### src/rtl/xor_fold_pkg.sv
// Shared types and helpers for the XOR-fold stream compressor.
package xor_fold_pkg;

  typedef enum logic {
    IDLE = 1'b0,
    ACC  = 1'b1
  } state_t;

  // Number of OUT_W-wide segments in one IN_W-wide channel word.
  function automatic int unsigned nseg(input int unsigned in_w, input int unsigned out_w);
    return in_w / out_w;
  endfunction

  // True when IN_W splits evenly into OUT_W-wide segments.
  function automatic bit width_ok(input int unsigned in_w, input int unsigned out_w);
    return (out_w != 0) && ((in_w % out_w) == 0);
  endfunction

endpackage

### src/rtl/xor_fold_stream_if.sv
// Valid/ready input and output streams of the XOR-fold compressor.
interface xor_fold_stream_if #(
  parameter int unsigned NCH   = 2,
  parameter int unsigned IN_W  = 16,
  parameter int unsigned OUT_W = 8,
  parameter int unsigned CNT_W = 8
);
  logic                   in_valid;
  logic                   in_ready;
  logic [NCH*IN_W-1:0]    in_data;
  logic                   in_last;
  logic                   out_valid;
  logic                   out_ready;
  logic [NCH*OUT_W-1:0]   out_data;
  logic [CNT_W-1:0]       out_cnt;

  modport master (
    output in_valid, in_data, in_last, out_ready,
    input  in_ready, out_valid, out_data, out_cnt
  );

  modport slave (
    input  in_valid, in_data, in_last, out_ready,
    output in_ready, out_valid, out_data, out_cnt
  );
endinterface

### src/rtl/xor_fold_seg.sv
// Combinational fold of one IN_W-bit word down to OUT_W bits by XOR of its segments.
module xor_fold_seg
  import xor_fold_pkg::*;
#(
  parameter int unsigned IN_W  = 16,
  parameter int unsigned OUT_W = 8
) (
  input  logic [IN_W-1:0]  din,
  output logic [OUT_W-1:0] dout
);
  localparam int unsigned NSEG = nseg(IN_W, OUT_W);

  // XOR together every OUT_W-wide slice of the input word.
  always_comb begin
    dout = '0;
    for (int unsigned k = 0; k < NSEG; k++) begin
      dout = dout ^ din[k*OUT_W +: OUT_W];
    end
  end
endmodule

### src/rtl/xor_fold_stream.sv
// Registered valid/ready XOR-fold compressor with optional multi-beat accumulation.
module xor_fold_stream
  import xor_fold_pkg::*;
#(
  parameter int unsigned NCH   = 2,
  parameter int unsigned IN_W  = 16,
  parameter int unsigned OUT_W = 8,
  parameter int unsigned CNT_W = 8
) (
  input  logic               clk,
  input  logic               rst_n,
  input  logic               cfg_acc_en,
  input  logic [CNT_W-1:0]   cfg_acc_len,
  xor_fold_stream_if.slave   bus,
  output logic               busy
);
  if (!width_ok(IN_W, OUT_W)) begin : g_bad_width
    $error("xor_fold_stream: IN_W must be a non-zero multiple of OUT_W");
  end

  state_t                 state;
  logic [NCH*OUT_W-1:0]   acc;
  logic [CNT_W-1:0]       cnt;
  logic                   lat_en;
  logic [CNT_W-1:0]       lat_len;
  logic                   out_valid_q;
  logic [NCH*OUT_W-1:0]   out_data_q;
  logic [CNT_W-1:0]       out_cnt_q;

  logic [NCH*OUT_W-1:0]   fold_w;
  logic                   accept;
  logic                   cur_en;
  logic [CNT_W-1:0]       cur_len;
  logic [CNT_W-1:0]       cfg_len_eff;
  logic [CNT_W:0]         cnt_inc;
  logic                   closing;

  for (genvar c = 0; c < NCH; c++) begin : g_ch
    xor_fold_seg #(.IN_W(IN_W), .OUT_W(OUT_W)) u_seg (
      .din  (bus.in_data[c*IN_W +: IN_W]),
      .dout (fold_w[c*OUT_W +: OUT_W])
    );
  end

  // Handshake and frame-closing decision; in IDLE the live config applies to the
  // first beat so a single-beat frame closes without waiting for the latch.
  always_comb begin
    bus.in_ready = !out_valid_q || bus.out_ready;
    accept       = bus.in_valid && bus.in_ready;
    cfg_len_eff  = (cfg_acc_len == '0) ? CNT_W'(1) : cfg_acc_len;
    cur_en       = (state == IDLE) ? cfg_acc_en  : lat_en;
    cur_len      = (state == IDLE) ? cfg_len_eff : lat_len;
    cnt_inc      = {1'b0, cnt} + (CNT_W+1)'(1);
    closing      = !cur_en || (cnt_inc == {1'b0, cur_len}) || bus.in_last;
  end

  // FSM, accumulator, beat counter, config latch and output register.
  always_ff @(posedge clk or negedge rst_n) begin
    if (!rst_n) begin
      state       <= IDLE;
      acc         <= '0;
      cnt         <= '0;
      lat_en      <= 1'b0;
      lat_len     <= '0;
      out_valid_q <= 1'b0;
      out_data_q  <= '0;
      out_cnt_q   <= '0;
    end else begin
      if (out_valid_q && bus.out_ready) begin
        out_valid_q <= 1'b0;
      end
      if (accept) begin
        if (state == IDLE) begin
          lat_en  <= cfg_acc_en;
          lat_len <= cfg_len_eff;
        end
        if (closing) begin
          out_data_q  <= acc ^ fold_w;
          out_cnt_q   <= cnt_inc[CNT_W-1:0];
          out_valid_q <= 1'b1;
          acc         <= '0;
          cnt         <= '0;
          state       <= IDLE;
        end else begin
          acc   <= acc ^ fold_w;
          cnt   <= cnt_inc[CNT_W-1:0];
          state <= ACC;
        end
      end
    end
  end

  always_comb begin
    bus.out_valid = out_valid_q;
    bus.out_data  = out_data_q;
    bus.out_cnt   = out_cnt_q;
    busy          = (state == ACC);
  end
endmodule
### src/flat_wrapper.sv
// flat-port wrapper written by rule: the top's interface ports become plain ports
module xor_fold_stream_flat import xor_fold_pkg::*;
#(
  parameter int unsigned NCH   = 2,
  parameter int unsigned IN_W  = 16,
  parameter int unsigned OUT_W = 8,
  parameter int unsigned CNT_W = 8
)
  (clk, rst_n, cfg_acc_en, cfg_acc_len, busy, bus_in_valid, bus_in_data, bus_in_last, bus_out_ready, bus_in_ready, bus_out_valid, bus_out_data, bus_out_cnt);
  xor_fold_stream_if #(.NCH(NCH), .IN_W(IN_W), .OUT_W(OUT_W), .CNT_W(CNT_W)) bus_i ();
  input  logic clk;
  input  logic rst_n;
  input  logic cfg_acc_en;
  input  logic [CNT_W-1:0] cfg_acc_len;
  output logic busy;
  input wire logic [$bits(bus_i.in_valid)-1:0] bus_in_valid;
  input wire logic [$bits(bus_i.in_data)-1:0] bus_in_data;
  input wire logic [$bits(bus_i.in_last)-1:0] bus_in_last;
  input wire logic [$bits(bus_i.out_ready)-1:0] bus_out_ready;
  output wire logic [$bits(bus_i.in_ready)-1:0] bus_in_ready;
  output wire logic [$bits(bus_i.out_valid)-1:0] bus_out_valid;
  output wire logic [$bits(bus_i.out_data)-1:0] bus_out_data;
  output wire logic [$bits(bus_i.out_cnt)-1:0] bus_out_cnt;
  assign bus_i.in_valid = bus_in_valid;
  assign bus_i.in_data = bus_in_data;
  assign bus_i.in_last = bus_in_last;
  assign bus_i.out_ready = bus_out_ready;
  assign bus_in_ready = bus_i.in_ready;
  assign bus_out_valid = bus_i.out_valid;
  assign bus_out_data = bus_i.out_data;
  assign bus_out_cnt = bus_i.out_cnt;
  xor_fold_stream #(.NCH(NCH), .IN_W(IN_W), .OUT_W(OUT_W), .CNT_W(CNT_W)) u_core (.clk(clk), .rst_n(rst_n), .cfg_acc_en(cfg_acc_en), .cfg_acc_len(cfg_acc_len), .bus(bus_i), .busy(busy));
endmodule
### config.mk
export PLATFORM = sky130hd
export DESIGN_NAME = xor_fold_stream_flat
export DESIGN_NICKNAME = d
export VERILOG_FILES = /design/src/rtl/xor_fold_pkg.sv /design/src/rtl/xor_fold_stream_if.sv /design/src/rtl/xor_fold_seg.sv /design/src/rtl/xor_fold_stream.sv /design/src/flat_wrapper.sv
export SDC_FILE = /design/constraint.sdc
export NUM_CORES = 1
export LEC_CHECK = 0
export BUFFER_PORTS_ARGS = -buffer_cell sky130_fd_sc_hd__buf_2
export CORE_UTILIZATION = 50
export CTS_CLUSTER_DIAMETER = 200
export DETAILED_ROUTE_END_ITERATION = 7
export MAX_ROUTING_LAYER = met4
export PLACE_DENSITY = 0.77
export SLEW_MARGIN = 10
export SYNTH_ARGS = -nofsm -noshare
export SYNTH_HDL_FRONTEND = slang
export SYNTH_SLANG_ARGS = --single-unit
### constraint.sdc
create_clock -name clk -period 3.3 [get_ports clk]
set_input_delay 0.165 -clock clk [delete_from_list [all_inputs] [get_ports clk]]
set_output_delay 0.165 -clock clk [all_outputs]
set_load 0.01 [all_outputs]
==> results.md, run 1 <==
- CP Class: flip-flop to flip-flop
- Leak: 1.92 nW
- Area grow syn2layout: 19.1%
- Max Fclk: 327 MHz
- Fin crit period: 3.06 ns
- Switch share: 28.8%
- Top cell type's share of synthesized area: 44.7%
- CTS tree: yes
- #FFs+latches synth: 59
- Max_slew headroom: 42.4%
- FILL cells: 510
- DRC violations left: 0
- Switch Pwr: 0.680 mW
- Diodes inserted: 0
- Seq pwr share: 41.4%
- Most numerous cell in the Yosys netlist: dfrtp_1
- Routability cong.: 0.854
- Final Skew: 0.00833 ns
- Clock power frac: 30.3%
- Mapped cell area: 3300 µm²
- Chip Height: 83.3 µm
- Starting Density: 52.0%
- GRT Total Usage: 20.7%
- Final HPWL DP: 4710 µm
- Cell variety after synth: 37
- Hold crit path type: input port to flip-flop
- Outcome: finished clean
- Cell Pwr Density: 602 nW/µm²
- Drt first pass iters: 4
- Post-synth ARST share: 100%
- Post-DR wirelength/cell: 14.7 µm
- CTS resizes: 0
- Post-synth top flop: dfrtp_1
- Ratio of final minimum period to clock period: 92.6%
- Setup violators final: 0
- Initial antenna violation count: 0
- Count of pins over their slew limit: 0
- Max-cap violations: 0
- Reg clk slew, reported paths: 0.06 ns
- Htree depth: 3
- First-pass GRT wire length: 11100 µm
- CP Capture Type: flip-flop
- Synth top cells by count: dfrtp_1, xnor2_1, nor2_1, a21o_1, a22o_1
- CP required: 3.56 ns
- Post-Synthesis Cells: 283
- Setup TNS: 0 ns
- Comb pwr share: 28.3%
- Largest net degree at the start of global routing: 40
- Vias: 2330
- RSZ-0062 raised after global routing: false
- Root buffer cell: clkbuf_8
- Final #Nets: 404
- Crit path max fanout: 21
- Internal Power: 1.68 mW
- Post-Syn Nets: 330
- Post-Syn Area per Cell: 11.7 µm²
- IR drop worst, VDD: 324 µV
- Data arrival time of the critical path: 3.31 ns
- Dominant cell type by area after synthesis: dfrtp_1
- Fin. Hold Viols: 0
- Worst Tran Pin Value: 0.865 ns
- Grt total ovfl: 0
- Synth area leaders: dfrtp_1, xnor2_1, mux2_4
- Die W: 83.3 µm
- Max clock buf depth: 2
- Vias in the first global route: 2371
- Worst skew pair latency: 0.33 ns
- DR iter-0 viols: 200
- IO Pins: 73
- Num Clock Sinks: 59
- DRT Wirelength: 6440 µm
- Core area: 6350 µm²
- IO Port Bufs: 72
- Standard-cell rows: 29
- Cts bufs inserted: 9
- Vias per inst: 5.32
- Die Area: 6930 µm²
- CP Launch Type: flip-flop
- Antenna violation net count after detailed routing: 0
- Syn. warnings: 0
- Hold WS: 0.0991 ns
- Layout cells sized above 1: 37.4%
- Number of flops mapped to enable cells by yosys: 0
- Sequential area share after synthesis: 44.7%
-- worst paths after layout --
check,depth (start not counted),to,startpoint,slack [ns]
max,7,u_core.cnt[0]$_DFFE_PN0P_,u_core.busy$_DFFE_PN0P_,0.24
min,2,u_core.lat_en$_DFFE_PN0P_,cfg_acc_en,0.1
max reg2reg,7,u_core.cnt[0]$_DFFE_PN0P_,u_core.busy$_DFFE_PN0P_,0.24
min reg2reg,2,u_core.lat_len[0]$_DFFE_PN0P_,u_core.lat_len[0]$_DFFE_PN0P_,0.49
max in group asynchronous,3,u_core.bus.out_data[14]$_DFFE_PN0P_,rst_n,2.00
min in group asynchronous,2,u_core.acc[6]$_DFFE_PN0P_,rst_n,0.49
-- metrics by stage --
| step | total power, mW | setup WS [ns] | util [%] | instances | instance area (µm²) |
|---|---|---|---|---|---|
| 2_1_floorplan | 1.45 | 0.747 | - | 283 | 3300 |
| 3_3_place_gp | 1.64 | 0.342 | 58.3 | 422 | 3700 |
| 3_5_place_dp | 1.67 | 0.223 | 58.3 | 422 | 3700 |
| 4_1_cts | 2.39 | 0.213 | 61.9 | 438 | 3930 |
| 5_1_grt | 2.50 | 0.0112 | 61.9 | 438 | 3930 |
| 6_report | 2.36 | 0.244 | 61.9 | 438 | 3930 |
-- worst max-delay path: stages (launching register included) --
cell and delay, ns:
dfrtp_1 0.69, mux2i_4 0.38, a31oi_1 0.11, o31ai_1 0.40
nor4_4 0.09, a31oi_4 0.31, and2_1 0.71, mux2_2 0.28
-- flip-flops by register name (all words and copies together) (netlist names) --
register / flops
u_core.acc: 16
u_core.bus.out_cnt: 8
u_core.bus.out_data: 16
u_core.bus.out_valid: 1
u_core.busy: 1
u_core.cnt: 8
u_core.lat_en: 1
u_core.lat_len: 8
-- cell usage in the layout (no fill, tap or decap), drive strengths merged, types with 2 or more instances in the layout --
master and n:
buf 78, dfrtp 59, xnor2 37, mux2 34, nor2 23, a21o 19
a22o 19, clkbuf 10, mux2i 9, inv 7, nand2 7, a21oi 7
nor3 7, xor2 6, o21ai 6, nand3 5, nor4 4, nand2b 3
and3 2, xnor3 2, or2 2, bufinv 2, clkinv 2, a31oi 2
and2 2
-- routing by layer --
metal,GRT usage (%),up-vias,routed length [µm]
li1,-,1135,-
met3,3.58,4,338
met4,9.25,0,50
met2,30.5,72,3050
met1,28.1,1119,2990
met5,-,-,0
-- what timing repair did --
action                                  in CTS  in global routing
buffers inserted                             0                  0
hold buffers                                 1                  0
hold endpoints to repair                    38                  0
endpoints found under the setup margin       0                  0
-- final cells by class --
class / instances / area [µm²] / share of cell area [%]
multi-input combinational: 201 / 1700 / 43.3
sequential: 59 / 1480 / 37.6
timing repair buffer: 79 / 415 / 10.6
clock buffer: 10 / 138 / 3.50
tap: 77 / 96.3 / 2.45
clock inverter: 5 / 77.6 / 1.97
inverter: 7 / 26.3 / 0.669
-- power by group through the flow --
stage / clock network (mW) / logic (mW) / registers [mW]
CTS: 0.731 / 0.678 / 0.979
global placement: 0 / 0.653 / 0.988
global route: 0.771 / 0.730 / 1.00
detailed placement: 0 / 0.676 / 0.990
floorplan: 0 / 0.428 / 1.02
finish: 0.716 / 0.670 / 0.979
-- kinds of logic after synthesis --
logic type,count (synthesis),synth area share [%]
DFF,59,44.7
buffers and inverters,23,3.83
adders and majority gates,1,0.379
muxes,43,16.8
AOI/OAI and AO/OA,56,12.9
and+or+nand+nor,56,8.64
xor gates and xnor gates,45,12.8
Power figures use the tool's default switching activity.
==> run 2, diff against run 1 <==
--- a/config.mk
+++ b/config.mk
@@ -9,9 +9,7 @@
 export CORE_UTILIZATION = 50
 export CTS_CLUSTER_DIAMETER = 200
 export DETAILED_ROUTE_END_ITERATION = 7
-export MAX_ROUTING_LAYER = met4
 export PLACE_DENSITY = 0.77
-export SLEW_MARGIN = 10
 export SYNTH_ARGS = -nofsm -noshare
 export SYNTH_HDL_FRONTEND = slang
 export SYNTH_SLANG_ARGS = --single-unit
==> results.md, run 2 (same netlist as run 1, synthesis figures left out) <==
- Outcome: finished clean
- CTS tree: yes
- Fin crit period: 3.05 ns
- Starting Density: 52.0%
- Num Clock Sinks: 59
- CP Launch Type: flip-flop
- IO Pins: 73
- Setup violators final: 0
- Max clock buf depth: 2
- Pwr Total: 2.36 mW
- Die Area: 6930 µm²
- Layout cells sized above 1: 37.4%
- Antenna violation net count after detailed routing: 0
- Grt total ovfl: 0
- Data arrival time of the critical path: 3.31 ns
- Crit path max fanout: 21
- Core area: 6350 µm²
- CP Class: flip-flop to flip-flop
- Largest net degree at the start of global routing: 40
- Final HPWL DP: 4710 µm
- Leak: 1.92 nW
- Diodes inserted: 0
- Worst Tran Pin Value: 0.865 ns
- DRC violations left: 0
- Vias per inst: 5.31
- Area of the multi-input gates: 1700 µm²
- Cell Pwr Density: 601 nW/µm²
- Setup Fix Bufs, Post-CTS: 0
- Vias: 2325
- FILL cells: 510
- Fin. Hold Viols: 0
- Standard-cell rows: 29
- Initial antenna violation count: 0
- Chip Height: 83.3 µm
- Commonest non-fill, non-tap cell in the layout: buf_2
- Final WS setup: 0.247 ns
- Routability cong.: 0.841
- FF+latch area: 1480 µm²
- Drt first pass iters: 4
- Ratio of final minimum period to clock period: 92.5%
- Placed insts: 422
- Cts bufs inserted: 9
- Post-DR wirelength/cell: 14.6 µm
- RSZ-0062 raised after global routing: false
- Count of pins over their slew limit: 0
- Worst skew pair latency: 0.33 ns
- Max_slew headroom: 42.4%
- Area grow syn2layout: 19.1%
- IO Port Bufs: 72
- Commonest cells after routing, fill and taps aside: buf_2, dfrtp_1, xnor2_1
- DRT Wirelength: 6420 µm
- GRT Total Usage: 20.1%
- CP Capture Type: flip-flop
- Reg clk slew, reported paths: 0.06 ns
- Hold crit path type: input port to flip-flop
- CP required: 3.56 ns
- Die W: 83.3 µm
- Final core utilization: 61.9%
- Max-cap violations: 0
- Final #Nets: 404
- IR drop worst, VDD: 323 µV
- Vias in the first global route: 2370
- Max Fclk: 328 MHz
- Dpl ws: 0.223 ns
- Final cell count without fillers: 438
- Final Skew: 0.00793 ns
- Root buffer cell: clkbuf_8
- Setup TNS: 0 ns
- DR iter-0 viols: 175
- First-pass GRT wire length: 11000 µm
- Htree depth: 3
## run 2: final timing paths
check,from,depth (start not counted),endpoint,slack (ns)
worst min register to register,u_core.lat_len[0]$_DFFE_PN0P_,2,u_core.lat_len[0]$_DFFE_PN0P_,0.49
worst min-delay path,cfg_acc_en,2,u_core.lat_en$_DFFE_PN0P_,0.1
worst max register to register,u_core.busy$_DFFE_PN0P_,7,u_core.cnt[0]$_DFFE_PN0P_,0.25
worst max-delay path,u_core.busy$_DFFE_PN0P_,7,u_core.cnt[0]$_DFFE_PN0P_,0.25
max in group asynchronous,rst_n,3,u_core.bus.out_data[14]$_DFFE_PN0P_,2.00
min in group asynchronous,rst_n,2,u_core.bus.out_data[6]$_DFFE_PN0P_,0.49
## run 2: final cells by class
cell class | count | share of cell area [%]
multi-input combinational | 201 | 43.3
timing repair buffer | 79 | 10.6
inverter | 7 | 0.669
clock inverter | 5 | 1.97
tap | 77 | 2.45
clock buffer | 10 | 3.50
sequential | 59 | 37.6
## run 2: routing by layer
metal	vias up	GRT usage [%]	wire [µm]
li1	1134	-	-
met1	1119	28.1	2990
met2	68	30.4	3050
met3	4	3.68	321
met4	0	9.25	50
met5	-	0	0
## run 2: where the power goes
group	internal, mW	switching, mW
Sequential	0.877	0.102
Clock	0.439	0.277
Combinational	0.369	0.301
Total	1.68	0.679
## run 2: metrics by stage
stage | hold WS, ns | cell area, µm²
6_report | 0.0995 | 3930
5_1_grt | 0.0899 | 3930
4_1_cts | 0.0866 | 3930
3_5_place_dp | 0.339 | 3700
3_3_place_gp | 0.328 | 3700
2_1_floorplan | -0.131 | 3300
## run 2: repair_timing
action / in CTS / in global routing
endpoints found under the hold margin: 38 / 0
gates resized for setup: 0 / 0
hold buffers: 1 / 0
## run 2: critical path, stage by stage, from the launching register on
cell and delay, ns:
dfrtp_1 0.69, mux2i_4 0.39, a31oi_1 0.11, o31ai_1 0.39, nor4_4 0.09, a31oi_4 0.31
and2_1 0.70, mux2_2 0.28
==> run 3, diff against run 2 <==
--- a/config.mk
+++ b/config.mk
@@ -5,11 +5,12 @@
 export SDC_FILE = /design/constraint.sdc
 export NUM_CORES = 1
 export LEC_CHECK = 0
+export ABC_AREA = 1
 export BUFFER_PORTS_ARGS = -buffer_cell sky130_fd_sc_hd__buf_2
 export CORE_UTILIZATION = 50
 export CTS_CLUSTER_DIAMETER = 200
 export DETAILED_ROUTE_END_ITERATION = 7
-export PLACE_DENSITY = 0.77
+export PLACE_DENSITY = 0.78
 export SYNTH_ARGS = -nofsm -noshare
 export SYNTH_HDL_FRONTEND = slang
 export SYNTH_SLANG_ARGS = --single-unit
==> results.md, run 3 <==
- Outcome: finished clean
- CP Class: flip-flop to flip-flop
- Final #Nets: 512
- Post-synth top flop: dfrtp_1
- Cell variety after synth: 25
- Cell Pwr Density: 587 nW/µm²
- Post-Syn Area per Cell: 7.90 µm²
- Vias: 2827
- Synth area leaders: dfrtp_1, nand2_1, xnor2_1
- DRT Wirelength: 7050 µm
- Setup slack, reg-to-reg: 0.57 ns
- Die W: 81.2 µm
- #FFs+latches synth: 59
- Initial antenna violation count: 0
- Post-Syn Nets: 444
- Crit path max fanout: 26
- Sequential area share after synthesis: 47.1%
- Hold crit path type: input port to flip-flop
- Standard-cell rows: 28
- Commonest cells after routing, fill and taps aside: nand2_1, buf_2, dfrtp_1
- Leak: 2.03 nW
- Reg-to-Reg End: u_core.bus.out_data[1]$_DFFE_PN0P_
- Worst setup path startpoint: u_core.cnt[0]$_DFFE_PN0P_
- CTS Hold Bufs: 1
- DRC violations left: 0
- Synth top cells by count: nand2_1, dfrtp_1, nand3_1, xnor2_1, nand4_1
- GRT Total Usage: 23.3%
- Top cell type's share of synthesized area: 47.1%
- CP required: 3.52 ns
- Dominant cell type by area after synthesis: dfrtp_1
- Worst skew pair latency: 0.34 ns
- R2r startpoint: u_core.cnt[0]$_DFFE_PN0P_
- Chip Height: 81.2 µm
- Syn. warnings: 0
- DR iter-0 viols: 282
- Diodes inserted: 0
- Worst Tran Pin Value: 1.07 ns
- Grt total ovfl: 0
- Max_slew headroom: 28.6%
- Most numerous cell in the Yosys netlist: nand2_1
- Num Clock Sinks: 59
- Ratio of final minimum period to clock period: 82.8%
- Layout cells sized above 1: 21.9%
- CP Capture Type: flip-flop
- Core area: 5990 µm²
- Post-DR wirelength/cell: 12.9 µm
- Routability cong.: 0.940
- Drt first pass iters: 5
- Starting Density: 52.4%
- Setup crit end: u_core.bus.out_data[1]$_DFFE_PN0P_
- IR drop worst, VDD: 291 µV
- Data arrival time of the critical path: 2.95 ns
- Number of flops mapped to enable cells by yosys: 0
- First-pass GRT wire length: 11600 µm
- Htree depth: 3
- Setup violators final: 0
- Final Skew: 0.00832 ns
- CTS tree: yes
- Max-cap violations: 0
- CP Launch Type: flip-flop
- Max clock buf depth: 2
- Root buffer cell: clkbuf_8
- Die Area: 6590 µm²
- Mapped cell area: 3140 µm²
- IO Pins: 73
- Post-synth ARST share: 100%
- Area grow syn2layout: 19.3%
- Vias per inst: 5.19
- Antenna violation net count after detailed routing: 0
- CTS resizes: 0
- Post-Synthesis Cells: 397
- Final core utilization: 62.5%
- Final HPWL DP: 4840 µm
- Hold WS: 0.115 ns
- IO Port Bufs: 72
- Fin. Hold Viols: 0
- Reg clk slew, reported paths: 0.07 ns
- Setup TNS: 0 ns
- Cts bufs inserted: 9
- Cells on worst reg2reg path: 14
- Vias in the first global route: 2578
- RSZ-0062 raised after global routing: false
- Count of pins over their slew limit: 0
- Commonest non-fill, non-tap cell in the layout: nand2_1
- Setup Fix Bufs, Post-CTS: 0
- Fin crit period: 2.73 ns
- Largest net degree at the start of global routing: 55
- Max Fclk: 366 MHz
-- run 3: cell count changes after synthesis, moves of 14 or more --
cell | before | now
a21o_1 | 19 | 0
a22o_1 | 19 | 0
inv_1 | 7 | 21
mux2_2 | 16 | 0
mux2_4 | 18 | 0
nand2_1 | 7 | 157
nand3_1 | 4 | 39
nand4_1 | 1 | 26
-- run 3: layout make-up --
| class | count | area (µm²) |
|---|---|---|
| well taps | 75 | 93.8 |
| multi-input cells | 293 | 1460 |
| fillers | 530 | 2250 |
| repair buffers | 75 | 385 |
| flip-flops and latches | 59 | 1480 |
| inverters | 27 | 101 |
| clock buffers | 10 | 138 |
| clock inverters | 6 | 88.8 |
-- run 3: worst max-delay path: stages, from the launching register on --
cell     delay (ns)
dfrtp_1        0.48
ha_1           0.23
nand2_1        0.10
nor2_1         0.15
nand3_1        0.09
nand2_1        0.08
nand2_1        0.07
nand2_1        0.07
nand2_1        0.07
nor2_2         0.17
nand3_4        0.29
nand2_4        0.36
nand2_4        0.23
nand2_1        0.15
nand2_1        0.06
-- run 3: worst min path at each step --
stage | start | to | cells after the start
3_5_place_dp | rst_n | u_core.lat_len[7]$_DFFE_PN0P_ | 1
5_1_grt | bus_out_ready | u_core.bus.out_valid$_DFF_PN0_ | 4
2_1_floorplan | rst_n | u_core.acc[0]$_DFFE_PN0P_ | 0
6_report | bus_out_ready | u_core.bus.out_valid$_DFF_PN0_ | 4
3_3_place_gp | rst_n | u_core.lat_len[7]$_DFFE_PN0P_ | 1
4_1_cts | bus_out_ready | u_core.bus.out_valid$_DFF_PN0_ | 4
-- run 3: routing by layer --
layer | share of wire [%] | global-route usage [%] | routed length, µm | vias to the layer above
met1 | 47 | 32.6 | 3340 | 1323
met2 | 46 | 35.7 | 3240 | 87
met4 | 1.6 | 10.2 | 110 | 0
met5 | 0 | 0 | 0 | -
li1 | - | - | - | 1408
met3 | 5.0 | 3.37 | 354 | 9
-- run 3: metrics by stage --
stage / worst slack (ns) / power, mW / instances / cell area [µm²]
after floorplan: 1.42 / 1.29 / 397 / 3140
after global placement: 0.695 / 1.45 / 528 / 3510
after detailed placement: 0.634 / 1.47 / 528 / 3510
after CTS: 0.594 / 2.21 / 545 / 3740
after global routing: 0.357 / 2.33 / 545 / 3740
final: 0.569 / 2.20 / 545 / 3740
-- run 3: report_power, final --
group | leakage [nW] | internal, mW | total [mW] | switching, mW
clock network | 0.108 | 0.445 | 0.738 | 0.293
registers | 0.766 | 0.851 | 0.940 | 0.0888
logic | 1.16 | 0.208 | 0.520 | 0.312
-- run 3: kinds of logic (layout without fill, tap and decap cells) --
logic type | Yosys count | count (layout) | share of synthesized area, %
xor gates and xnor gates | 32 | 32 | 8.94
muxes | 1 | 1 | 0.319
buffers and inverters | 45 | 118 | 6.42
AOI/OAI and AO/OA | 16 | 16 | 2.71
adders and majority gates | 1 | 1 | 0.399
DFF | 59 | 59 | 47.1
and+or+nand+nor | 243 | 243 | 34.1
